`src/rtl/mips_control_fsm.sv`:
```
// -----------------------------------------------------------------------------
// mips_control_fsm
//   Multi-cycle MIPS control unit. It sequences FETCH / DECODE / EXECUTE / MEM /
//   WRITEBACK / BRANCH / JUMP / WAIT and drives the datapath enables and selects
//   for the current state. It also counts retired instructions.
//
// Ports
//   clk            system clock, rising edge
//   reset          asynchronous, active-low reset
//   opcode         instruction opcode field from the IR
//   flag_*         instruction decoder flags (flag_J_type: 0 none, 1 j/jal, 2 jr)
//   mult_operation, mflo_flag, immediate_src
//                  decoder flags (immediate_src selects the UART-copy path)
//   zero           ALU zero flag, used by BRANCH
//   mult_done      multiplier result ready (level)
//   uart_rx_valid  UART RX buffer holds a byte
//   pc_write .. alu_src_a   datapath enables and selects
//   pc_src         00 PC+4, 01 branch target, 10 jump target, 11 register
//   alu_src_b      00 reg B, 01 const 4, 10 immediate, 11 shifted immediate
//   mult_start     one-cycle multiplier start pulse (in DECODE)
//   uart_rx_ack    one-cycle RX buffer pop (in WAIT, UART reason)
//   state          current state code for debug
//   instr_retired  completed-instruction count, wraps at 2^32
// -----------------------------------------------------------------------------
module mips_control_fsm (
  input  logic        clk,
  input  logic        reset,
  input  logic [5:0]  opcode,
  input  logic        flag_R_type,
  input  logic        flag_I_type,
  input  logic        flag_lw,
  input  logic        flag_sw,
  input  logic        mult_operation,
  input  logic        mflo_flag,
  input  logic        immediate_src,
  input  logic [1:0]  flag_J_type,
  input  logic        zero,
  input  logic        mult_done,
  input  logic        uart_rx_valid,
  output logic        pc_write,
  output logic        ir_write,
  output logic        mem_write,
  output logic        reg_write,
  output logic        iord,
  output logic        alu_src_a,
  output logic [1:0]  pc_src,
  output logic [1:0]  alu_src_b,
  output logic        mult_start,
  output logic        uart_rx_ack,
  output logic [2:0]  state,
  output logic [31:0] instr_retired
);

  typedef enum logic [2:0] {
    S_FETCH     = 3'd0,
    S_DECODE    = 3'd1,
    S_EXECUTE   = 3'd2,
    S_MEM       = 3'd3,
    S_WRITEBACK = 3'd4,
    S_BRANCH    = 3'd5,
    S_JUMP      = 3'd6,
    S_WAIT      = 3'd7
  } state_e;

  localparam logic [5:0] OP_JAL = 6'h03;
  localparam logic [5:0] OP_BEQ = 6'h04;
  localparam logic [5:0] OP_BNE = 6'h05;
  localparam logic [5:0] OP_LUI = 6'h0F;

  state_e      state_q, state_d;
  logic        wait_uart_q, wait_uart_d;  // wait reason: 1 = UART, 0 = MULT
  logic [31:0] retired_q, retired_d;

  logic is_branch, is_store, br_taken, no_wb;

  // mflo needs no special sequencing; it takes the default ALU path.
  logic unused_flags;
  assign unused_flags = mflo_flag;

  assign is_branch = (opcode == OP_BEQ) || (opcode == OP_BNE);
  // lui shares flag_sw with stores in this decoder, so it is excluded here.
  assign is_store  = flag_sw && (opcode != OP_LUI);
  assign br_taken  = ((opcode == OP_BEQ) && zero) || ((opcode == OP_BNE) && !zero);
  // R-type mult and jr write no register.
  assign no_wb     = flag_R_type && (mult_operation || (flag_J_type == 2'd2));

  // Next-state and retired-counter logic.
  always_comb begin
    // NOTE: every variable gets a default before the case so no path leaves it
    // unassigned; a missing default would infer a latch.
    state_d     = state_q;
    wait_uart_d = wait_uart_q;
    retired_d   = retired_q;
    unique case (state_q)
      S_FETCH:   state_d = S_DECODE;
      S_DECODE: begin
        wait_uart_d = immediate_src;
        if (flag_J_type != 2'd0)                 state_d = S_JUMP;
        else if (is_branch)                      state_d = S_BRANCH;
        else if (immediate_src || mult_operation) state_d = S_WAIT;
        else                                     state_d = S_EXECUTE;
      end
      S_EXECUTE: state_d = (flag_lw || is_store) ? S_MEM : S_WRITEBACK;
      S_MEM:     state_d = flag_lw ? S_WRITEBACK : S_FETCH;
      S_WRITEBACK, S_BRANCH, S_JUMP: state_d = S_FETCH;
      S_WAIT: begin
        if (wait_uart_q) begin
          if (uart_rx_valid) state_d = S_WRITEBACK;
        end else if (mult_done) begin
          state_d = S_FETCH;
        end
      end
      default:   state_d = S_FETCH;
    endcase
    // Count each return to FETCH; the 32-bit add wraps naturally.
    if ((state_d == S_FETCH) && (state_q != S_FETCH)) retired_d = retired_q + 32'd1;
  end

  // Outputs are decoded from the state register. They stay combinational
  // because BRANCH and WAIT must react to zero / uart_rx_valid in the same
  // cycle. They are also gated by reset so that FETCH (code 0) drives nothing
  // while reset is held.
  always_comb begin
    pc_write    = 1'b0;
    ir_write    = 1'b0;
    mem_write   = 1'b0;
    reg_write   = 1'b0;
    iord        = 1'b0;
    alu_src_a   = 1'b0;
    pc_src      = 2'b00;
    alu_src_b   = 2'b00;
    mult_start  = 1'b0;
    uart_rx_ack = 1'b0;
    if (reset) begin
      unique case (state_q)
        S_FETCH: begin
          ir_write  = 1'b1;
          pc_write  = 1'b1;
          alu_src_b = 2'b01;
        end
        S_DECODE: begin
          alu_src_b  = 2'b11;
          mult_start = (flag_J_type == 2'd0) && !is_branch && !immediate_src && mult_operation;
        end
        S_EXECUTE: begin
          alu_src_a = 1'b1;
          alu_src_b = flag_I_type ? 2'b10 : 2'b00;
        end
        S_MEM: begin
          iord      = 1'b1;
          mem_write = is_store;
        end
        S_WRITEBACK: reg_write = !no_wb;
        S_BRANCH: begin
          alu_src_a = 1'b1;
          pc_src    = 2'b01;
          pc_write  = br_taken;
        end
        S_JUMP: begin
          pc_write  = 1'b1;
          pc_src    = (flag_J_type == 2'd2) ? 2'b11 : 2'b10;
          reg_write = (opcode == OP_JAL);
        end
        S_WAIT:  uart_rx_ack = wait_uart_q && uart_rx_valid;
        default: ;
      endcase
    end
  end

  always_ff @(posedge clk or negedge reset) begin
    if (!reset) begin
      state_q     <= S_FETCH;
      wait_uart_q <= 1'b0;
      retired_q   <= 32'd0;
    end else begin
      // NOTE: state registers use non-blocking assignment so every flop samples
      // the pre-edge values, independent of statement order.
      state_q     <= state_d;
      wait_uart_q <= wait_uart_d;
      retired_q   <= retired_d;
    end
  end

  assign state         = state_q;
  assign instr_retired = retired_q;

endmodule

```
`config.mk`:
```
export PLATFORM = sky130hd
export DESIGN_NAME = mips_control_fsm
export DESIGN_NICKNAME = d
export VERILOG_FILES = /design/src/rtl/mips_control_fsm.sv
export SDC_FILE = /design/constraint.sdc
export NUM_CORES = 1
export LEC_CHECK = 0
export CELL_PAD_IN_SITES_DETAIL_PLACEMENT = 1
export CELL_PAD_IN_SITES_GLOBAL_PLACEMENT = 1
export CORE_UTILIZATION = 30
export DETAILED_ROUTE_END_ITERATION = 8
export PLACE_DENSITY = 0.78
export SYNTH_ARGS = -nofsm -noshare
export SYNTH_HDL_FRONTEND = slang
export SYNTH_SLANG_ARGS = --single-unit
export TNS_END_PERCENT = 5
```
`constraint.sdc`:
```
create_clock -name clk -period 3.65 [get_ports clk]
set_clock_uncertainty 0.2 [all_clocks]
set_input_delay 0.73 -clock clk [delete_from_list [all_inputs] [get_ports clk]]
set_output_delay 0.73 -clock clk [all_outputs]
set_load 0.01 [all_outputs]
```
==> results of run 1 <==
[synth_stat cells, types with 2 or more instances]
| library cell | instances | share of area (%) |
|---|---|---|
| or2_1 | 2 | 0.60 |
| nor3_1 | 5 | 1.2 |
| inv_1 | 7 | 1.3 |
| xor2_1 | 17 | 7.1 |
| nor2_1 | 21 | 3.8 |
| and4_1 | 2 | 0.84 |
| or2_2 | 3 | 0.90 |
| nand3_1 | 12 | 2.9 |
| buf_6 | 3 | 1.6 |
| a21oi_1 | 4 | 0.96 |
| and3_1 | 4 | 1.2 |
| and2_1 | 3 | 0.90 |
| nand4_1 | 6 | 1.8 |
| nand2_1 | 20 | 3.6 |
| a221oi_2 | 2 | 1.4 |
| xnor2_1 | 15 | 6.3 |
| nor2b_1 | 2 | 0.60 |
| nor3_2 | 14 | 6.7 |
| dfrtp_1 | 36 | 43 |
| o21ai_0 | 4 | 0.96 |
| nor4_1 | 4 | 1.2 |
| or3_4 | 2 | 1.1 |
[area by class of cell]
class                      count  area, um2
clock buffer                   8       90.1
sequential                    36        901
multi-input combinational    163       1120
inverter                       7       26.3
timing repair buffer          73        717
tap                           80        100
fill                         770       3800
[flip-flops by register name, summed over array words and instances, names as in the netlist]
name / flops
state: 3
instr_retired: 32
wait_uart_q: 1
[worst min-delay path by stage]
stage / to / slack, ns / depth (start not counted)
after floorplan: instr_retired[0] / 0.23 / 0
after detailed placement: instr_retired[31] / 0.27 / 1
after CTS: wait_uart_q / 0.08 / 1
after global placement: instr_retired[31] / 0.26 / 1
after global routing: wait_uart_q / 0.09 / 1
final: wait_uart_q / 0.09 / 1
[worst reg2reg max path: cells and delay by family (launching register included)]
kind,cells,cell delay (ns)
XOR/XNOR,1,0.17
adder cells (fa/ha/maj),1,0.20
flip-flops,1,0.44
AND/OR/NAND/NOR,5,1.48
[cells by family (layout without fill, tap and decap cells)]
kind of cell,after synthesis,after routing,share of synthesized area (%)
buffers and inverters,12,88,3.29
DFF,36,36,43.0
and+or+nand+nor,113,113,33.5
adders and majority gates,1,1,0.598
xor gates and xnor gates,32,32,13.4
AOI/OAI and AO/OA,17,17,6.22
[per-stage QoR]
| step | utilization (%) | cells | area [um2] |
|---|---|---|---|
| final | 43.8 | 367 | 2960 |
| after detailed placement | 42.5 | 359 | 2870 |
| after CTS | 43.8 | 367 | 2960 |
| after floorplan | - | 211 | 2090 |
| after global placement | 42.5 | 359 | 2870 |
| after global routing | 43.8 | 367 | 2960 |
[power breakdown]
part | internal [W] | switching, W
clock network | 0.000154 | 0.000144
registers | 0.000457 | 0.000102
logic | 0.000337 | 0.000376
[layer usage]
metal,GRT usage (%),up-vias,part of all wire (%)
met5,0,-,0
met4,5.00,0,1.1
met3,2.60,5,2.9
met2,28.6,31,50
met1,20.7,914,46
li1,-,880,-
[timing repair]
action / CTS / global route
endpoints found under the hold margin: 0 / 0
endpoints found under the setup margin: 1 / 0
gates resized for setup: 1 / 0
==> reports/results.tsv, run 1 <==
metric	value	unit
status	finished clean	
Setup TNS	0	ns
final period utilization	95.3	%
Synth cell types	45	
post-synthesis instance area	2090	um2
Fin Hold WS	0.0883	ns
clk_lat worst skew	0.29	ns
HPWL after DPL	4370	um
Post-synth EDFFs	0	
syn_area_per_cell	9.92	um2
Leak Pwr	1.27	nW
crit-path most repeated cell	clkdlybuf4s50_1	
worst-path fanout max	2	
Antenna Nets Post-Route	0	
Synth Warn #	0	
Syn Nets	232	
Total Nets Final	307	
DR WL/cell	15.4	um
total grt overflow	0	
Period minus WS final	3.48	ns
Antenna Diode Count	0	
pre-CTS setup slack	-0.0875	ns
reg-to-reg endpoint	instr_retired[26]	
total setup buffers inserted after CTS	0	
buffer and inverter count on the worst path	3	
clock sink total	36	
Slew Limit Fails	0	
initial drt markers	55	
Min-Delay Path Class	input port to asynchronous set/reset pin	
total of max-cap violations	0	
final RePlAce weighted congestion	0.743	
Total GRT Usage	16.3	%
R2R depth	7	
fraction of registers with async set/reset	100	%
power per cell area	531	nW/um2
number of antenna violations at the first check in global routing	0	
CTS tree	built	
Post-CTS Hold Buffers	0	
CTS Buf Count	5	
register area share after synthesis	43.0	%
global-route wire length before repair	9290	um
Post-Route WL	5650	um
Req. time, crit path	2.72	ns
Most used DFF post-synth	dfrtp_1	
#FFs+latches synth	36	
port bufs	65	
delay-heaviest family, CP	buffers and inverters	
share of cells above drive strength 1	15.0	%
CTS H-Tree Depth	2	
r2r startpoint	instr_retired[0]	
Root Buffer	clkbuf_8	
CP arrival	2.55	ns
Detailed Routing Iterations Pass 1	4	
CORE AREA	6760	um2
die height	85.5	um
DR DRC count	0	
final hold vios	0	
Max VDD drop	0.314	mV
setup ws final	0.170	ns
CP Launch Point	opcode[3]	
die area	7320	um2
reg-to-reg slack, setup	1.09	ns
most frequent cells in the layout	63 x clkdlybuf4s50_1, 36 x dfrtp_1, 21 x nor2_1, 20 x nand2_1, 17 x xor2_1	
Longest Clk Path Bufs	2	
num ports	67	
crit path max-delay cell type	clkdlybuf4s50_1	
post-DR vias/cell	4.99	
Reg clk slew, reported paths	0.07	ns
Syn-to-layout area delta	41.3	%
Mapped Cells	211	
Critical Path Stages	6	
largest net degree at the start of global routing	22	
Power Total	0.00157	W
Vias	1830	
Peak Freq	287	MHz
FP Rows	30	
Initial Utilization	31.0	%
vias in the first global route	1915	
measured slew at the worst slew-check pin	0.440	ns
RSZ-0062 raised after global routing	no	
CP Capture Type	primary output	
commonest non-fill, non-tap cell in the layout	clkdlybuf4s50_1	
crit path launch type	input port	
CP Cell Sequence	clkdlybuf4s50_1, or3_4, or2_4, buf_4, nor4b_1, clkdlybuf4s50_1	
Final Setup Violations	0	
critical path type	input port to primary output	
die width	85.5	um
max_slew headroom	70.5	%
CP Capture Point	mult_start	
slowest stage delay, CP	0.49	ns
Power figures use the tool's default switching activity.
==> run 2: changes to the inputs <==
--- a/config.mk
+++ b/config.mk
@@ -9,7 +9,9 @@
 export CELL_PAD_IN_SITES_GLOBAL_PLACEMENT = 1
 export CORE_UTILIZATION = 30
 export DETAILED_ROUTE_END_ITERATION = 8
+export GPL_ROUTABILITY_DRIVEN = 0
 export PLACE_DENSITY = 0.78
+export SLEW_MARGIN = 20
 export SYNTH_ARGS = -nofsm -noshare
 export SYNTH_HDL_FRONTEND = slang
 export SYNTH_SLANG_ARGS = --single-unit
==> results of run 2 <==
Same layout as run 1: the final DEF is identical, and so are final timing and power.
==> run 3: changes to the inputs <==
--- a/config.mk
+++ b/config.mk
@@ -7,10 +7,10 @@
 export LEC_CHECK = 0
 export CELL_PAD_IN_SITES_DETAIL_PLACEMENT = 1
 export CELL_PAD_IN_SITES_GLOBAL_PLACEMENT = 1
-export CORE_UTILIZATION = 30
+export CORE_UTILIZATION = 37
 export DETAILED_ROUTE_END_ITERATION = 8
 export GPL_ROUTABILITY_DRIVEN = 0
-export PLACE_DENSITY = 0.78
+export PLACE_DENSITY = 0.91
 export SLEW_MARGIN = 20
 export SYNTH_ARGS = -nofsm -noshare
 export SYNTH_HDL_FRONTEND = slang
==> reports/results.tsv, run 3 (synthesis results as in run 1) <==
metric	value	unit	change
r2r startpoint	state[2]		
clk_lat worst skew	0.28	ns	about the same
Peak Freq	283	MHz	-1.7%
Req. time, crit path	2.72	ns	about the same
Setup TNS	0	ns	unchanged
slowest stage delay, CP	0.42	ns	-0.07 ns
DR WL/cell	16.9	um	+9.9%
buffer and inverter count on the worst path	2		-1
Period minus WS final	3.54	ns	+0.0588 ns
FP Rows	27		-10%
measured slew at the worst slew-check pin	0.491	ns	+0.0508 ns
design area	2950	um2	-0.17%
R2R depth	7		unchanged
Initial Utilization	38.2	%	+7.3 points
global-route wire length before repair	10000	um	+8.1%
share of cells above drive strength 1	16.3	%	+1.3 points
Critical Path Stages	7		+1
critical path type	input port to primary output		
die height	77.2	um	-9.7%
number of antenna violations at the first check in global routing	0		unchanged
commonest non-fill, non-tap cell in the layout	clkdlybuf4s50_1		
port bufs	65		unchanged
reg-to-reg slack, setup	0.98	ns	-0.11 ns
DR DRC count	0		unchanged
post-DR vias/cell	5.26		+5.6%
Total GRT Usage	21.4	%	+5.1 points
Root Buffer	clkbuf_8		
Leak Pwr	1.28	nW	+0.74%
Vias	1900		+3.8%
reg-to-reg endpoint	instr_retired[13]		
Antenna Diode Count	0		unchanged
num ports	67		unchanged
CP Capture Type	primary output		
Final Setup Violations	0		unchanged
max FFs per register	32		unchanged
max_slew headroom	67.0	%	-3.6 points
power per cell area	529	nW/um2	-0.33%
crit path launch type	input port		
CORE AREA	5470	um2	-19%
initial drt markers	91		+65%
largest net degree at the start of global routing	17		-23%
CP arrival	2.61	ns	+0.06 ns
Post-CTS Hold Buffers	0		unchanged
vias in the first global route	2040		+6.5%
clock sink total	36		unchanged
CP Cell Sequence	clkdlybuf4s50_1, or3_4, or2_4, nor3_1, o21ai_0, a21boi_0, dlygate4sd2_1		
Total Nets Final	309		+0.65%
final period utilization	96.9	%	+1.6 points
CTS tree	built		
Reg clk slew, reported paths	0.07	ns	about the same
total grt overflow	0		unchanged
Max VDD drop	0.428	mV	+36%
final hold vios	0		unchanged
Antenna Nets Post-Route	0		unchanged
Min-Delay Path Class	input port to asynchronous set/reset pin		
CP Launch Point	opcode[3]		
crit path max-delay cell type	clkdlybuf4s50_1		
RSZ-0062 raised after global routing	no		
Post-Route WL	6110	um	+8.1%
worst-path fanout max	2		unchanged
Longest Clk Path Bufs	2		unchanged
total of max-cap violations	0		unchanged
die area	5960	um2	-18%
HPWL after DPL	4730	um	+8.2%
status	finished clean		
Slew Limit Fails	0		unchanged
CTS Buf Count	5		unchanged
die width	77.2	um	-9.7%
CP Capture Point	pc_write		
most frequent cells in the layout	63 x clkdlybuf4s50_1, 36 x dfrtp_1, 21 x nor2_1, 20 x nand2_1, 17 x xor2_1		
Syn-to-layout area delta	41.1	%	
Detailed Routing Iterations Pass 1	6		+2
DP Area	2860	um2	-0.26%
CTS H-Tree Depth	2		unchanged
delay-heaviest family, CP	simple AND/OR/NAND/NOR gates		
## run 3: cell count changes in the layout (fill, tap and decap cells not counted), sizes merged
| cell | previous run | this run |
|---|---|---|
| clkbuf | 8 | 6 |
| clkinv | 0 | 2 |
| buf | 9 | 11 |
## run 3: routing by layer
layer,routed length (um),track usage [%],up-vias
li1,-,-,886
met2,3250,38.5,47
met1,2470,24.4,943
met3,151,4.17,24
met5,0,0,-
met4,239,9.06,0
## run 3: worst min path at each step
stage / depth (start not counted) / to / start
finish: 1 / state[1] / reset
floorplan: 0 / instr_retired[0] / reset
global route: 1 / state[1] / reset
detailed placement: 1 / instr_retired[31] / instr_retired[31]
CTS: 1 / instr_retired[20] / reset
global placement: 1 / instr_retired[31] / instr_retired[31]
## run 3: report_power, final
| part | switching (W) | internal (W) |
|---|---|---|
| clock network | 0.000139 | 0.000151 |
| registers | 0.0000962 | 0.000457 |
| logic | 0.000394 | 0.000325 |
| total | 0.000630 | 0.000933 |
## run 3: stage by stage
stage               power [W]  util (%)  hold slack, ns  instances  setup WS (ns)
floorplan             0.00101         -           0.234        211          0.812
global placement      0.00125      52.3           0.258        353        -0.0488
detailed placement    0.00128      52.3           0.265        353         -0.157
CTS                   0.00157      54.0           0.150        361          0.127
global route          0.00166      54.0           0.146        361         0.0306
finish                0.00156      54.0           0.148        361          0.112
## run 3: cell type report
cell class	instances	area, um2
clock buffers	6	82.6
clock inverters	2	10.0
fillers	625	2520
inverters	7	26.3
multi-input cells	163	1120
flip-flops and latches	36	901
well taps	72	90.1
repair buffers	75	719
## run 3: repair_timing
action,in CTS,in global routing
buffers inserted,0,0
gates resized for setup,1,0
setup endpoints to repair,1,0
==> edit 1: new RTL, config.mk and constraints of run 2 <==
Reset style: synchronous (`reset`), changed in one clocked block. Comments in the files are not updated.
--- a/src/rtl/mips_control_fsm.sv
+++ b/src/rtl/mips_control_fsm.sv
@@ -169,3 +169,3 @@
 
-  always_ff @(posedge clk or negedge reset) begin
+  always_ff @(posedge clk) begin
     if (!reset) begin
Function: differs if reset is asserted again (counterexample within 4 cycles, from zero or initial values and one cycle with reset low); with reset held inactive, the same outputs for 10 cycles.
==> edit 1 against run 2 <==
Count of clock-buffer cells in the layout shrank 1; via count grew 12%; critical endpoint is now pc_write; setup slack gained 0.042 ns; sequential cell count is the same; non-clock buffer count shrank 4; cell area shrank 3.3%; global-route usage grew 1.0 points; routed wire length grew 5.2%; register-to-register slack gained 0.08 ns; area after synthesis shrank 4.5%.
Power is not compared: it rests on default switching activity, and its combinational part moved more than twofold at a synthesized area within 25%.
==> edit 1: results (changes against run 2) <==
CP delay by family, top: buffers and inverters
First-pass DRT Iterations: 4 (unchanged)
port bufs: 65 (unchanged)
YS warnings: 0 (unchanged)
M1 WL: 2810 um (+9.2%)
CTS max path bufs: 2 (unchanged)
gr usage total: 17.3% (+1.0 points)
Max H-tree Level: 2 (unchanged)
cts bufs inserted: 5 (unchanged)
outcome: completed
post-synthesis net count: 268 (+16%)
layout cells sized above 1: 8.60% (-6.4 points)
antenna cell count: 0 (unchanged)
asr flop ratio synth: 0% (-100 points)
latest clock arrival within the worst-skew pair: 0.29 ns (about the same)
initial antenna violation count: 0 (unchanged)
DR top layer: met4
CP max FO: 4 (+2)
Iter 0 DRT Violations: 57 (+3.6%)
GR Util met3: 3.46% (+0.86 points)
Flop pwr share: 42.1%
Setup Buffers After CTS: 0 (unchanged)
Worst-Margin Slew: 0.589 ns (+0.149 ns)
synth top area cells: dfxtp_1 36%, xor2_1 9.2%, nor2_1 7.0%
Worst path max stage delay: 0.54 ns (+0.05 ns)
routing usage on met1: 23.1% (+2.4 points)
grt ovf: 0 (unchanged)
crit path DAT: 2.51 ns (-0.04 ns)
xor and xnor area share after synthesis: 10.1% (-3.3 points)
Post-DP Area: 0.00272 mm2 (-5.1%)
Netlist cell types: 45 (unchanged)
list of most frequent post-synthesis cells: 37 x nor2_1, 36 x dfxtp_1, 21 x xor2_1, 18 x a21oi_1, 17 x nand2_1
Pleak: 0.981 nW
post-synthesis sequential area ratio: 36.1% (-7.0 points)
WL met3: 264 um (+59%)
largest net degree at the start of global routing: 35 (+59%)
Hold Path Class: reg2reg
post-synthesis compound-gate area fraction: 14.1% (+7.9 points)
met2 wire len: 2810 um (-1.4%)
DP Worst Slack: 0.0539 ns (+0.141 ns)
first-pass GRT wire length: 10000 um (+7.9%)
adder-cell share of the synthesized area: 0.626% (+0.028 points)
number of global-route vias before repair: 2043 (+6.7%)
IR drop worst, VDD: 0.000212 V
nets: 334 (+8.8%)
via count: 2053 (+12%)
mux contribution to synthesized area: 0.501% (+0.50 points)
# DRC: 0 (unchanged)
DP HPWL: 4360 um (-0.14%)
switching pwr: 0.000256 W
per-cell routed wire length: 15.2 um (-1.2%)
Clk pwr share: 39.2%
share of the synthesized area in the top cell type: 36.1% (-7.0 points)
met2 global-route usage: 28.5% (-0.13 points)
Clock Tree Root: clkbuf_8
max FFs per register: 32 (unchanged)
Resize count post-CTS: 0 (-1)
CTS clock-pin slew for the worst setup and hold paths: 0.08 ns
-- edit 1: cell count changes after synthesis, sizes merged, moves of 12 or more --
cell | before | now
nor2 | 21 | 38
a21oi | 4 | 19
dfrtp | 36 | 0
nor3 | 19 | 7
xnor2 | 15 | 2
dfxtp | 0 | 36
-- edit 1: final cells by class --
| class | count | area (um2) |
|---|---|---|
| well taps | 77 | 96.3 |
| flip-flops and latches | 36 | 721 |
| repair buffers | 69 | 683 |
| fillers | 783 | 3530 |
| clock buffers | 7 | 96.3 |
| clock inverters | 1 | 30.0 |
| multi-input cells | 196 | 1210 |
| inverters | 5 | 18.8 |
-- edit 1: tightest hold or removal path, delay by kind of cell, from the launching register on --
kind	cells	cell delay, ns
DFF	1	0.34
AOI/OAI and AO/OA	2	0.13
-- edit 1: worst paths after layout --
kind	endpoint	startpoint	slack, ns	cells after the start
max	pc_write	opcode[2]	0.21	6
min	instr_retired[17]	instr_retired[17]	0.30	2
max reg2reg	instr_retired[17]	state[1]	1.17	6
min reg2reg	instr_retired[17]	instr_retired[17]	0.30	2
-- edit 1: metrics by stage --
| stage | power, W | instances |
|---|---|---|
| 2_1_floorplan | 0.000522 | 247 |
| 3_3_place_gp | 0.000605 | 383 |
| 3_5_place_dp | 0.000608 | 383 |
| 4_1_cts | 0.000993 | 391 |
| 5_1_grt | 0.00103 | 391 |
| 6_report | 0.000984 | 391 |
-- edit 1: cell families (layout without fill, tap and decap cells) --
| kind of cell | after synthesis | count (layout) |
|---|---|---|
| and+or+nand+nor | 129 | 129 |
| adders and majority gates | 1 | 1 |
| buffers and inverters | 15 | 82 |
| DFF | 36 | 36 |
| AOI/OAI and AO/OA | 42 | 42 |
| xor gates and xnor gates | 23 | 23 |
| muxes | 1 | 1 |
==> edit 2: new RTL, settings of run 2 <==
Made on the original files. Register the output `instr_retired` once more; this adds one clock of latency there. The other outputs are not delayed to match.
--- a/src/rtl/mips_control_fsm.sv
+++ b/src/rtl/mips_control_fsm.sv
@@ -184,3 +184,5 @@
   assign state         = state_q;
-  assign instr_retired = retired_q;
+  always_ff @(posedge clk) begin
+    instr_retired <= retired_q;
+  end
 
Behaviour: not the same (Yosys sat finds a counterexample within 4 cycles, from zero or initial values and one cycle with reset low).
==> edit 2 against run 2 <==
Cell area rose by 25%; sequential cell count up 32; routed wire length is 10% higher; fmax shrank 2.6%; setup slack lost 0.093 ns; total power rose by 42%; area after synthesis increased by 30%; largest power group is now registers.
==> edit 2: results (changes against run 2) <==
outcome: completed
Worst path max stage delay: 0.58 ns (+0.09 ns)
switching pwr: 0.000732 W (+18%)
CP max FO: 3 (+1)
Netlist cell types: 47 (+4.4%)
GR Util met3: 4.60% (+2.0 points)
crit path DAT: 2.64 ns (+0.09 ns)
Pleak: 1.57 nW (+24%)
Iter 0 DRT Violations: 99 (+80%)
Worst Setup EP: reg_write
R2R setup slack: 1.19 ns (+0.10 ns)
Worst slew margin: 64.4% (-6.2 points)
Worst R2R Path Depth: 6 (-1)
R2R Path Start: state[2]
met2 global-route usage: 24.3% (-4.3 points)
DP Worst Slack: -0.0220 ns (+0.0654 ns)
list of most frequent post-synthesis cells: 36 x dfrtp_1, 32 x dfxtp_1, 26 x nand2_1, 18 x nor2_1, 17 x xnor2_1
layout cells sized above 1: 13.0% (-2.0 points)
M1 WL: 2790 um (+8.3%)
gr usage total: 14.4% (-1.9 points)
latest clock arrival within the worst-skew pair: 0.34 ns (+0.05 ns)
placed cells: 416 (+16%)
met2 wire len: 3080 um (+8.3%)
syn avg cell area: 11.3 um2 (+14%)
xor and xnor area share after synthesis: 10.3% (-3.1 points)
routing usage on met1: 17.3% (-3.4 points)
post-synthesis compound-gate area fraction: 4.96% (-1.3 points)
IR drop worst, VDD: 0.000327 V (+3.8%)
Post-DP Area: 0.00350 mm2 (+22%)
mux contribution to synthesized area: 0.413% (+0.41 points)
First-pass DRT Iterations: 4 (unchanged)
nets: 340 (+11%)
reg2reg end: retired_q[29]
Vias/cell: 4.73 (-5.2%)
post-synthesis sequential area ratio: 56.5% (+14 points)
CTS max path bufs: 2 (unchanged)
via count: 2043 (+12%)
adder-cell share of the synthesized area: 0.459% (-0.14 points)
DP HPWL: 4640 um (+6.2%)
synth top area cells: dfrtp_1 33%, dfxtp_1 23%, xnor2_1 5.5%
Overall Power: 0.00222 W (+42%)
number of global-route vias before repair: 2146 (+12%)
asr flop ratio synth: 52.9% (-47 points)
cts bufs inserted: 9 (+4)
post-synthesis net count: 263 (+13%)
fin crit share: 97.9% (+2.5 points)
per-cell routed wire length: 14.4 um (-6.6%)
first-pass GRT wire length: 10600 um (+14%)
Hold WS: 0.120 ns (+0.0312 ns)
Max H-tree Level: 3 (+1)
Logic pwr share: 29.8% (-16 points)
edit 2: cell count changes in the layout (fill, tap and decap cells not counted), moves of 3 or more:
| cell | before | now |
|---|---|---|
| nor3_1 | 5 | 11 |
| nor2_1 | 21 | 18 |
| nor3_2 | 14 | 2 |
| dfxtp_1 | 0 | 32 |
| and4_1 | 2 | 6 |
| and2_1 | 3 | 7 |
| clkbuf_8 | 6 | 11 |
| nand3_1 | 12 | 5 |
| inv_1 | 7 | 4 |
| nand2_1 | 20 | 26 |
| nor4_1 | 4 | 1 |
edit 2: cell type report:
| type | count | area (um2) |
|---|---|---|
| fillers | 974 | 5060 |
| flip-flops and latches | 68 | 1540 |
| multi-input cells | 164 | 1110 |
| repair buffers | 72 | 697 |
| clock buffers | 12 | 155 |
| well taps | 108 | 135 |
| clock inverters | 4 | 47.5 |
| inverters | 4 | 15.0 |
edit 2: repair_timing:
action                                  in CTS  in global routing
gates resized for setup                      1                  0
endpoints found under the setup margin       1                  0
buffers inserted                             0                  0
hold buffers                                 0                  0
